--- config.mk ---
export PLATFORM = sky130hd
export DESIGN_NAME = demux_64bit_1to8_buf_flat
export DESIGN_NICKNAME = d
export VERILOG_FILES = /design/src/rtl/demux_64bit_1to8_buf_if.sv /design/src/rtl/demux_64bit_1to8_buf.sv /design/src/flat_wrapper.sv
export SDC_FILE = /design/constraint.sdc
export NUM_CORES = 1
export LEC_CHECK = 0
export ABC_AREA = 1
export ABC_CLOCK_PERIOD_IN_PS = 3950
export BUFFER_PORTS_ARGS = -buffer_cell sky130_fd_sc_hd__buf_2
export CAP_MARGIN = 20
export CORE_ASPECT_RATIO = 1.2
export CORE_MARGIN = 2
export CORE_UTILIZATION = 30
export CTS_CLUSTER_DIAMETER = 150
export DETAILED_ROUTE_END_ITERATION = 12
export SYNTH_ARGS = -nofsm -noshare
export SYNTH_HDL_FRONTEND = slang
export SYNTH_SLANG_ARGS = --single-unit
--- constraint.sdc ---
create_clock -name clk -period 3.95 [get_ports clk]
set_input_delay 0.1975 -clock clk [delete_from_list [all_inputs] [get_ports clk]]
set_output_delay 0.1975 -clock clk [all_outputs]
set_load 0.01 [all_outputs]
--- src/rtl/demux_64bit_1to8_buf_if.sv ---
// demux_64bit_1to8_buf_if: upstream and downstream handshake bundle for the 1-to-8 result demux
//   in_valid/in_ready/in_sel/in_data : one word from the ALU result path, steered by in_sel
//   out_valid/out_ready/out_data     : eight lanes, lane k at out_data[k*WIDTH +: WIDTH]
//   master = producer/consumer side, slave = the demux
interface demux_64bit_1to8_buf_if #(parameter int WIDTH = 64);
  logic               in_valid;
  logic               in_ready;
  logic [2:0]         in_sel;
  logic [WIDTH-1:0]   in_data;
  logic [7:0]         out_valid;
  logic [7:0]         out_ready;
  logic [8*WIDTH-1:0] out_data;
  modport master (output in_valid, in_sel, in_data, out_ready, input in_ready, out_valid, out_data);
  modport slave (input in_valid, in_sel, in_data, out_ready, output in_ready, out_valid, out_data);
endinterface

--- src/rtl/demux_64bit_1to8_buf.sv ---
// demux_64bit_1to8_buf: buffered 1-to-8 demux, one holding register per lane with valid/ready
//   clk      : rising-edge clock
//   rst_n    : asynchronous active-low reset, clears every lane
//   bus      : demux_64bit_1to8_buf_if.slave (upstream word in, eight lanes out)
//   xfer_cnt : accepted-word count, present only when DEMUX_STATS_EN is defined
module demux_64bit_1to8_buf #(
  parameter int WIDTH = 64
) (
  input logic clk,
  input logic rst_n,
  demux_64bit_1to8_buf_if.slave bus
`ifdef DEMUX_STATS_EN
  ,
  output logic [15:0] xfer_cnt
`endif
);
  logic [7:0]       valid_q, valid_d;
  logic [WIDTH-1:0] lane_q [8];
  logic [WIDTH-1:0] lane_d [8];
  logic             accept;
  // A lane can take a word when empty or when its current word leaves on this same edge.
  assign bus.in_ready = !valid_q[bus.in_sel] || bus.out_ready[bus.in_sel];
  assign accept = bus.in_valid && bus.in_ready;
  assign bus.out_valid = valid_q;
  always_comb begin
    for (int k = 0; k < 8; k++) begin
      valid_d[k] = (accept && bus.in_sel == 3'(k)) || (valid_q[k] && !bus.out_ready[k]);
      lane_d[k] = (accept && bus.in_sel == 3'(k)) ? bus.in_data : lane_q[k];
    end
  end
  always_ff @(posedge clk or negedge rst_n) begin
    if (!rst_n) begin
      valid_q <= '0;
      for (int k = 0; k < 8; k++) lane_q[k] <= '0;
    end else begin
      valid_q <= valid_d;
      lane_q <= lane_d;
    end
  end
  for (genvar g = 0; g < 8; g++) begin : g_out
    assign bus.out_data[g*WIDTH +: WIDTH] = lane_q[g];
  end
`ifdef DEMUX_STATS_EN
  logic [15:0] cnt_q;
  always_ff @(posedge clk or negedge rst_n) begin
    if (!rst_n) cnt_q <= '0;
    else cnt_q <= accept ? cnt_q + 16'd1 : cnt_q;
  end
  assign xfer_cnt = cnt_q;
`endif
endmodule

--- src/flat_wrapper.sv ---
// flat-port wrapper written by rule: the top's interface ports become plain ports
module demux_64bit_1to8_buf_flat 
#(
  parameter int WIDTH = 64
)
  (clk, rst_n, bus_in_valid, bus_in_sel, bus_in_data, bus_out_ready, bus_in_ready, bus_out_valid, bus_out_data);
  demux_64bit_1to8_buf_if #(.WIDTH(WIDTH)) bus_i ();
  input logic clk;
  input logic rst_n;
  input wire logic [$bits(bus_i.in_valid)-1:0] bus_in_valid;
  input wire logic [$bits(bus_i.in_sel)-1:0] bus_in_sel;
  input wire logic [$bits(bus_i.in_data)-1:0] bus_in_data;
  input wire logic [$bits(bus_i.out_ready)-1:0] bus_out_ready;
  output wire logic [$bits(bus_i.in_ready)-1:0] bus_in_ready;
  output wire logic [$bits(bus_i.out_valid)-1:0] bus_out_valid;
  output wire logic [$bits(bus_i.out_data)-1:0] bus_out_data;
  assign bus_i.in_valid = bus_in_valid;
  assign bus_i.in_sel = bus_in_sel;
  assign bus_i.in_data = bus_in_data;
  assign bus_i.out_ready = bus_out_ready;
  assign bus_in_ready = bus_i.in_ready;
  assign bus_out_valid = bus_i.out_valid;
  assign bus_out_data = bus_i.out_data;
  demux_64bit_1to8_buf #(.WIDTH(WIDTH)) u_core (.clk(clk), .rst_n(rst_n), .bus(bus_i));
endmodule
==> results of run 1 <==
timing repair:
action,in CTS,in global routing
setup endpoints to repair,0,0
endpoints found under the hold margin,569,0
hold buffers,72,0
cell families after synthesis:
family,Yosys count,share of synthesized area [%]
compound gates,8,0.169
flops,520,54.8
buf+inv,249,8.31
simple gates,1588,36.7
per-layer routing:
layer | track usage (%) | vias to the layer above | share of wire (%) | wire length (um)
met3 | 3.85 | 174 | 6.7 | 5780
li1 | - | 8597 | - | -
met1 | 25.9 | 9533 | 40 | 34300
met2 | 34.5 | 757 | 49 | 41900
met5 | 0 | - | 0.044 | 38
met4 | 9.08 | 6 | 4.3 | 3720
cells in the final DEF, fill, tap and decap left out:
| cell type | synthesis | layout |
|---|---|---|
| nand3_4 | 1 | 1 |
| dlygate4sd3_1 | 0 | 72 |
| nor2_8 | 2 | 2 |
| clkinv_8 | 0 | 2 |
| nand2_4 | 2 | 2 |
| nand4_2 | 1 | 1 |
| clkbuf_16 | 0 | 53 |
| nor2_1 | 10 | 2 |
| clkbuf_1 | 20 | 13 |
| nand2_2 | 1 | 1 |
| diode_2 | 0 | 3 |
| clkinv_2 | 0 | 7 |
| buf_12 | 44 | 17 |
| nand3_2 | 399 | 399 |
| dfrtp_1 | 520 | 520 |
| inv_6 | 0 | 4 |
| buf_4 | 39 | 39 |
| clkbuf_8 | 0 | 7 |
| nand3_1 | 122 | 122 |
| o21ai_0 | 7 | 7 |
| nor2_4 | 0 | 8 |
| a21oi_1 | 1 | 1 |
| bufinv_16 | 0 | 5 |
| nand2_1 | 1041 | 1041 |
| inv_1 | 14 | 14 |
| buf_8 | 0 | 2 |
| clkinvlp_4 | 0 | 2 |
| nand4_1 | 8 | 8 |
| nor2_2 | 1 | 1 |
| buf_2 | 121 | 597 |
cell type report:
| class | instances | share of cell area, % |
|---|---|---|
| antenna | 3 | 0.0256 |
| timing repair buffer | 727 | 14.9 |
| sequential | 520 | 44.5 |
| tap | 1026 | 4.39 |
| clock inverter | 20 | 0.915 |
| inverter | 14 | 0.180 |
| multi-input combinational | 1596 | 30.1 |
| clock buffer | 73 | 5.03 |
flip-flops by register name, indices dropped and copies added, names as in the netlist:
name / flops
u_core.bus.out_data: 512
u_core.bus.out_valid: 8
power by group through the flow:
stage	clock, W	combinational [W]	sequential, W
floorplan	0	0.00156	0.00779
global placement	0	0.00404	0.00727
detailed placement	0	0.00411	0.00726
CTS	0.00531	0.00417	0.00720
global route	0.00550	0.00450	0.00734
finish	0.00519	0.00412	0.00721
stage by stage:
stage	hold WS (ns)	instances	total power, W
after global placement	0.283	3810	0.0113
after global routing	0.0654	3979	0.0173
final	0.109	3979	0.0165
after detailed placement	0.278	3811	0.0114
after CTS	0.0667	3976	0.0167
after floorplan	-0.0981	2365	0.00936
worst paths after layout:
path / slack (ns) / from / to / depth (start not counted)
worst max-delay path: 1.78 / u_core.bus.out_valid[2] / u_core.bus.out_data[350] / 10
worst min-delay path: 0.11 / bus_in_data[2] / u_core.bus.out_data[386] / 3
worst max register to register: 1.78 / u_core.bus.out_valid[2] / u_core.bus.out_data[350] / 10
worst min register to register: 0.47 / u_core.bus.out_data[332] / u_core.bus.out_data[332] / 2
max in group asynchronous: 2.81 / rst_n / u_core.bus.out_data[380] / 3
min in group asynchronous: 0.22 / rst_n / u_core.bus.out_data[480] / 2
tightest hold or removal path, cell delays in order:
cell	delay, ns
buf_2	0.29
nand3_2	0.15
nand2_1	0.04
==> metrics.md, run 1 <==
| Metric | Value |
|---|---|
| Layout filler cell count | 7867 |
| CP required | 4.43 ns |
| Register area | 13000 um^2 |
| P_sw | 0.00556 W |
| Clk Latency, worst-skew pair | 0.63 ns |
| Final Hold Viols | 0 |
| Setup TNS | 0 ns |
| Critical path capture point type | flop |
| Hpwl dp | 54400 um |
| RSZ-0062 raised after global routing | no |
| CP cell instances | nand2_1 > nand2_1 > nand2_1 > nand2_1 > nand3_4 > nand4_1 > buf_8 > buf_12 > nand2_1 > nand2_1 |
| First-pass GRT wire length | 128000 um |
| Final Cycle Share | 54.9% |
| CTS Buf Count | 53 |
| Starting Density | 30.4% |
| Post-Syn Instances | 2365 |
| Final worst setup slack | 1.78 ns |
| Design area | 29300 um^2 |
| Status | complete, no violations |
| Synthesis Warnings | 0 |
| Final min period | 2.17 ns |
| Hold Path Class | in -> reg |
| Final setup fails | 0 |
| Multi-input logic area | 8800 um^2 |
| Max Clk Rate | 461 MHz |
| Initial antenna violation count | 7 |
| Max Cap Viol | 0 |
| CTS tree | built |
| Root Buffer | clkbuf_16 |
| Rows | 112 |
| Clk pwr share | 31.4% |
| Fin util | 37.5% |
| Total global-route track usage | 20.6% |
| Number of global-route vias before repair | 19.2k |
| Worst setup SP type | flop |
| Setup WS pre-CTS | 1.53 ns |
| Buf/Inv on CP | 2 |
| Avg WL per Cell | 21.5 um |
| Post-synth top cells | nand2_1, dfrtp_1, nand3_2 |
| Maximum vdd drop | 0.000331 V |
| Cell with the most instances after synthesis | nand2_1 |
| Top post-synthesis cells by area | dfrtp_1, nand3_2, nand2_1, buf_12, nand3_1 |
| Clock Tree Buf Depth | 3 |
| Area leader, netlist | dfrtp_1 |
| Die Wd | 261 um |
| Syn Area/Cell | 10.0 um^2 |
| Detailed Route Iter0 Violations | 1587 |
| Setup bufs post-CTS | 0 |
| GR Overflow Total | 0 |
| Post-CTS resize count | 0 |
| Worst-path fanout max | 31 |
| Die Span Y | 312 um |
| Synth cell types | 21 |
| PortBufs | 598 |
| Syn nets | 2443 |
| Clk_skew | 0.0305 ns |
| Layout cell share with drive strength beyond 1 | 39.0% |
| Internal Pwr Total | 0.0110 W |
| Sw frac | 33.6% |
| Die area | 81400 um^2 |
| Sequential cell fraction of total power | 43.6% |
| Worst path max stage delay | 0.52 ns |
| I/O pin total | 599 |
| Via Count | 19.1k |
| Seq/Total Area, Yosys | 54.8% |
| Max-slew violations | 0 |
| Gate power share | 24.9% |
| Htree depth | 2 |
| Clock Sink Count | 520 |
| Worst-Margin Slew | 1.08 ns |
| Most frequent CP cell | nand2_1 |
| Yosys top cell area share | 54.8% |
| Async S/R FF share, synth | 100% |
| Fin nets | 2990 |
| Critical path class | reg -> reg |
| PwrDens | 564 nW/um^2 |
| Largest net degree at the start of global routing | 84 |
| Core area | 78100 um^2 |
| WL final | 85700 um |
| Post-DRT Antenna Nets | 0 |
| Number of flops mapped to enable cells by yosys | 0 |
| Rel. slew slack | 27.8% |
| Area delta synth->final | 23.4% |
| Synth Cell Area | 23700 um^2 |
| Routability cong. | 0.823 |
| CP top delay family | simple AND/OR/NAND/NOR gates |
| CP max stage cell | nand4_1 |
| Static Leak | 15.3 nW |
| Residual DRC | 0 |
| Via-per-instance ratio | 4.79 |
| First-pass iteration count of the detailed router | 5 |
| CP arrival | 2.65 ns |
| Synth Flop Type | dfrtp_1 |
| Synthesis-stage register bit count | 520 |
| Placed cell area | 26800 um^2 |
| Clock Pin Slew Worst Setup and Hold Paths | 0.07 ns |
No activity file was read; power rests on OpenSTA's default activity.
==> inputs of run 2 (changes only) <==
Settings changed: ABC_CLOCK_PERIOD_IN_PS 3950 to 2200.
Clock period 3.95 ns to 2.2 ns, I/O delays scaled along.
==> run 2 against run 1 <==
Cell count grew 0.68%. Combinational power grew 81%. Via count grew 0.74%. Critical path type unchanged. Highest routed layer unchanged.
==> metrics.md, run 2 (synthesis gave the netlist of run 1 again) <==
| Metric | Value |
|---|---|
| Layout cell share with drive strength beyond 1 | 39.6% |
| I/O pin total | 599 |
| Internal Pwr Total | 0.0199 W |
| Worst-path fanout max | 44 |
| Grt peak-use layer | met2 |
| Status | complete, no violations |
| Fin Hold WS | 0.0714 ns |
| CP max stage cell | dfrtp_1 |
| Die Span Y | 312 um |
| Rel. slew slack | 55.4% |
| CTS Buf Count | 54 |
| Worst path max stage delay | 0.43 ns |
| CP top delay family | simple AND/OR/NAND/NOR gates |
| Final Hold Viols | 0 |
| P_sw | 0.0100 W |
| Setup bufs post-CTS | 0 |
| WL final | 86500 um |
| Setup TNS | 0 ns |
| Static Leak | 15.5 nW |
| CP cell instances | nand2_1 > nand2_1 > nand2_1 > nand2_1 > nand3_4 > nand2_4 > nor2_8 > buf_12 > buf_12 > nand3_1 > nand2_1 |
| Core area | 78100 um^2 |
| Clock Sink Count | 520 |
| Critical path capture point type | flop |
| Clock Tree Buf Depth | 3 |
| Layout filler cell count | 7745 |
| Root Buffer | clkbuf_16 |
| Most frequent CP cell | nand2_1 |
| Detailed Route Iter0 Violations | 1658 |
| Fin nets | 3014 |
| Number of global-route vias before repair | 19.5k |
| Clk Latency, worst-skew pair | 0.62 ns |
| GRT met2 Usage | 34.0% |
| Gate power share | 24.9% |
| Post-DRT Antenna Nets | 0 |
| Sw frac | 33.6% |
| Total global-route track usage | 20.7% |
| Sequential cell fraction of total power | 43.6% |
| Final cell count without fillers | 4006 |
| Avg WL per Cell | 21.6 um |
| Hpwl dp | 55700 um |
| First-pass iteration count of the detailed router | 5 |
| First-pass GRT wire length | 128000 um |
| Fin util | 38.2% |
| Via Count | 19.2k |
| Met3 global-route usage | 3.58% |
| Most frequent cells in the layout | nand2_1, buf_2, dfrtp_1, nand3_2, nand3_1 |
| Worst setup SP type | flop |
| Max-slew violations | 0 |
| Die area | 81400 um^2 |
| RSZ-0062 raised after global routing | no |
| Largest register FFs | 512 |
| Routability cong. | 0.834 |
| Cells after DPL | 3833 |
| Via-per-instance ratio | 4.79 |
| Clk_skew | 0.0259 ns |
| Critical path class | reg -> reg |
| Buf/Inv on CP | 2 |
| Most common cell after layout, fill and taps aside | nand2_1 |
| PortBufs | 598 |
| CTS tree | built |
| Residual DRC | 0 |
| Htree depth | 2 |
| Initial antenna violation count | 5 |
| GR Overflow Total | 0 |
| Grt met1 use | 26.2% |
| Max Cap Viol | 0 |
| Largest net degree at the start of global routing | 70 |
| Maximum vdd drop | 0.000586 V |
| CP required | 2.74 ns |
| Starting Density | 30.4% |
| Rows | 112 |
| Final setup fails | 0 |
| Clock Pin Slew Worst Setup and Hold Paths | 0.06 ns |
| Clk pwr share | 31.5% |
| Area delta synth->final | 25.7% |
| Worst-Margin Slew | 0.669 ns |
| PwrDens | 1000 nW/um^2 |
| Final Cycle Share | 88.7% |
| Final min period | 1.95 ns |
| Die Wd | 261 um |
| Max Clk Rate | 513 MHz |
| CP arrival | 2.49 ns |
| Hold Path Class | in -> async |
==> run 2: cell count changes in the layout (fill, tap and decap cells not counted), sizes merged <==
cell and change:
clkbuf +8, clkinvlp +2, inv -2, bufinv -3, diode -1, buf +22
dlygate4sd3 +1
==> run 2: worst register-to-register path, stage by stage, from the launching register on <==
cell and delay [ns]:
dfrtp_1 0.43, nand2_1 0.09, nand2_1 0.05, nand2_1 0.05, nand2_1 0.08, nand3_4 0.12, nand2_4 0.09, nor2_8 0.14
buf_12 0.28, buf_12 0.36, nand3_1 0.13, nand2_1 0.08
==> run 2: per-stage QoR <==
step | setup WS (ns) | total power [W] | area, um^2
global placement | 0.200 | 0.0204 | 27300
floorplan | 0.663 | 0.0168 | 23700
CTS | 0.272 | 0.0301 | 29800
detailed placement | 0.186 | 0.0205 | 27300
finish | 0.249 | 0.0299 | 29800
global route | 0.102 | 0.0313 | 29800
==> run 2: final cells by class <==
cell class,instances,area (um^2),share of cell area (%)
Antenna cell,2,5.00,0.0168
Tap cell,1026,1280,4.30
Timing Repair Buffer,750,4880,16.4
Clock inverter,17,153,0.512
Clock buffer,81,1630,5.48
Multi-Input combinational cell,1596,8800,29.5
Inverter,14,52.6,0.176
Sequential cell,520,13000,43.6
==> run 2: power groups by stage <==
stage	Clock [W]	Sequential (W)	Combinational [W]
2_1_floorplan	0	0.0140	0.00281
5_1_grt	0.00995	0.0132	0.00812
3_5_place_dp	0	0.0131	0.00741
4_1_cts	0.00960	0.0130	0.00753
6_report	0.00943	0.0130	0.00745
3_3_place_gp	0	0.0131	0.00729
==> run 2: what timing repair did <==
action | 4_1_cts | 5_1_grt
hold endpoints to repair | 1033 | 0
gates resized for setup | 0 | 0
hold buffers | 73 | 0
==> run 2: path summary, 6_finish.rpt <==
check                      slack [ns]                       end  cells after the start                startpoint
hold / removal                   0.07  u_core.bus.out_data[478]                      2                     rst_n
hold reg to reg                  0.47  u_core.bus.out_data[339]                      2  u_core.bus.out_data[339]
min in group clk                 0.19   u_core.bus.out_valid[7]                      3              bus_in_valid
setup / recovery                 0.25  u_core.bus.out_data[348]                     11   u_core.bus.out_valid[0]
max in group asynchronous        1.34   u_core.bus.out_data[91]                      3                     rst_n
setup reg to reg                 0.25  u_core.bus.out_data[348]                     11   u_core.bus.out_valid[0]
==> run 2: per-layer routing <==
layer,share of wire [%],wire [um]
met5,0.031,27
met3,6.4,5500
met1,41,35100
met2,48,41400
met4,5.2,4480
==> inputs of run 3 (changes only) <==
==> constraint.sdc (replaced) <==
create_clock -name clk -period 2.2 [get_ports clk]
set_input_delay 0.33 -clock clk [delete_from_list [all_inputs] [get_ports clk]]
set_output_delay 0.33 -clock clk [all_outputs]
set_load 0.01 [all_outputs]
==> run 3 against run 2 <==
Count of clock-buffer cells in the layout shrank 4. Non-clock buffer count shrank 53. Die area is the same. Clock power grew 6%. Critical path type is now in -> out.
==> metrics.md, run 3 (synthesis gave the netlist of run 1 again) <==
| Metric | Value |
|---|---|
| Number of global-route vias before repair | 19.1k |
| CTS Buf Count | 55 |
| CP top delay family | buffers and inverters |
| Most frequent cells in the layout | nand2_1, buf_2, dfrtp_1, nand3_2, nand3_1 |
| DR top layer | met5 |
| Fin nets | 2962 |
| CP required | 1.87 ns |
| First-pass iteration count of the detailed router | 5 |
| Detailed Route Iter0 Violations | 1416 |
| Area delta synth->final | 24.3% |
| Static Leak | 15.4 nW |
| Die Span Y | 312 um |
| Max Cap Viol | 0 |
| Maximum vdd drop | 0.000568 V |
| Hpwl dp | 56400 um |
| Ant diodes | 0 |
| Via-per-instance ratio | 4.75 |
| Die area | 81400 um^2 |
| Worst path max stage delay | 0.57 ns |
| Clk_skew | 0.0123 ns |
| Residual DRC | 0 |
| First-pass GRT wire length | 128000 um |
| CP arrival | 1.77 ns |
| Layout cell share with drive strength beyond 1 | 40.9% |
| WL final | 85700 um |
| Core area | 78100 um^2 |
| Met1 WL | 35400 um |
| Largest register FFs | 512 |
| Final Hold Viols | 0 |
| Rows | 112 |
| Max Clk Rate | 476 MHz |
| Worst-path fanout max | 9 |
| Largest net degree at the start of global routing | 65 |
| Status | complete, no violations |
| Starting Density | 30.4% |
| I/O pin total | 599 |
| Final setup fails | 0 |
| Critical path class | in -> out |
| Met3 WL | 5150 um |
| Max-slew violations | 0 |
| Cells after DPL | 3841 |
| Most common cell after layout, fill and taps aside | nand2_1 |
| Total global-route track usage | 20.7% |
| Setup TNS | 0 ns |
| Worst setup SP type | input pin |
| Final min period | 2.10 ns |
| Clock Sink Count | 520 |
| CTS tree | built |
| PortBufs | 598 |
| Clock Tree Buf Depth | 3 |
| Placed cell area | 27400 um^2 |
| Die Wd | 261 um |
| Layout filler cell count | 7787 |
| CP max stage cell | dlygate4sd3_1 |
| GR Overflow Total | 0 |
| Final cell count without fillers | 3953 |
| Total power | 0.0304 W |
| Avg WL per Cell | 21.7 um |
| Met2 WL post-DR | 41800 um |
| Root Buffer | clkbuf_16 |
| Worst-Margin Slew | 0.640 ns |
| CP cell instances | dlygate4sd3_1 > buf_2 > nand3_1 > nand2_1 > nor2_1 > nand2_4 > nand2_4 > inv_1 > buf_2 |
| Design area | 29500 um^2 |
| Htree depth | 2 |
| Routability cong. | 0.827 |
| Critical path capture point type | primary output |
| Post-DRT Antenna Nets | 0 |
| Via Count | 18.8k |
| Initial antenna violation count | 2 |
| PwrDens | 1030 nW/um^2 |
| Clock Pin Slew Worst Setup and Hold Paths | 0.07 ns |
| Rel. slew slack | 57.3% |
| Buf/Inv on CP | 4 |
| Clk Latency, worst-skew pair | 0.61 ns |
| Fin util | 37.8% |
| RSZ-0062 raised after global routing | no |
| Hold Path Class | in -> reg |
| Final Cycle Share | 95.6% |
-- run 3: worst reg2reg max path, stage by stage, from the launching register on --
cell	delay (ns)
dfrtp_1	0.42
nand3_1	0.11
nand4_2	0.13
nand2_4	0.14
nand2_4	0.08
nor2_8	0.15
buf_12	0.22
buf_12	0.34
nand3_1	0.11
nand2_1	0.08
-- run 3: area by class of cell --
class	count	area, um^2	share of cell area [%]
timing repair buffer	697	4390	14.9
sequential	520	13000	44.1
multi-input combinational	1596	8810	29.9
tap	1026	1280	4.35
inverter	14	52.6	0.178
clock inverter	23	315	1.07
clock buffer	77	1620	5.50
-- run 3: repair_timing --
action	CTS	global route
endpoints found under the hold margin	35	0
buffers inserted	0	3
endpoints found under the setup margin	0	1
gates resized for setup	0	1
hold buffers	9	0
-- run 3: per-layer routing --
layer / global-route usage (%) / up-vias
met5: 0 / -
met2: 34.6 / 662
li1: - / 8570
met3: 3.79 / 157
met4: 8.01 / 2
met1: 26.3 / 9385
-- run 3: through the flow --
stage | setup WS, ns | hold slack [ns]
after floorplan | 0.604 | 0.0344
after global routing | 0.0159 | 0.0433
after global placement | 0.121 | 0.306
after detailed placement | 0.0874 | 0.307
after CTS | 0.0152 | 0.0268
final | 0.0978 | 0.0677
-- run 3: final timing paths --
| kind | from | to | slack [ns] | cells after the start |
|---|---|---|---|---|
| max reg2reg | u_core.bus.out_valid[7] | u_core.bus.out_data[313] | 0.35 | 9 |
| min reg2reg | u_core.bus.out_data[258] | u_core.bus.out_data[258] | 0.47 | 2 |
| min | bus_in_data[18] | u_core.bus.out_data[82] | 0.07 | 3 |
| max in group asynchronous | rst_n | u_core.bus.out_data[466] | 1.02 | 3 |
| min in group asynchronous | rst_n | u_core.bus.out_data[158] | 0.26 | 2 |
| max | bus_out_ready[7] | bus_in_ready | 0.1 | 9 |
-- run 3: report_power, final --
group	total, W	internal, W	switching [W]
sequential	0.0131	0.0117	0.00137
combinational	0.00735	0.00275	0.00459
clock	0.0100	0.00596	0.00407
total	0.0304	0.0204	0.0100
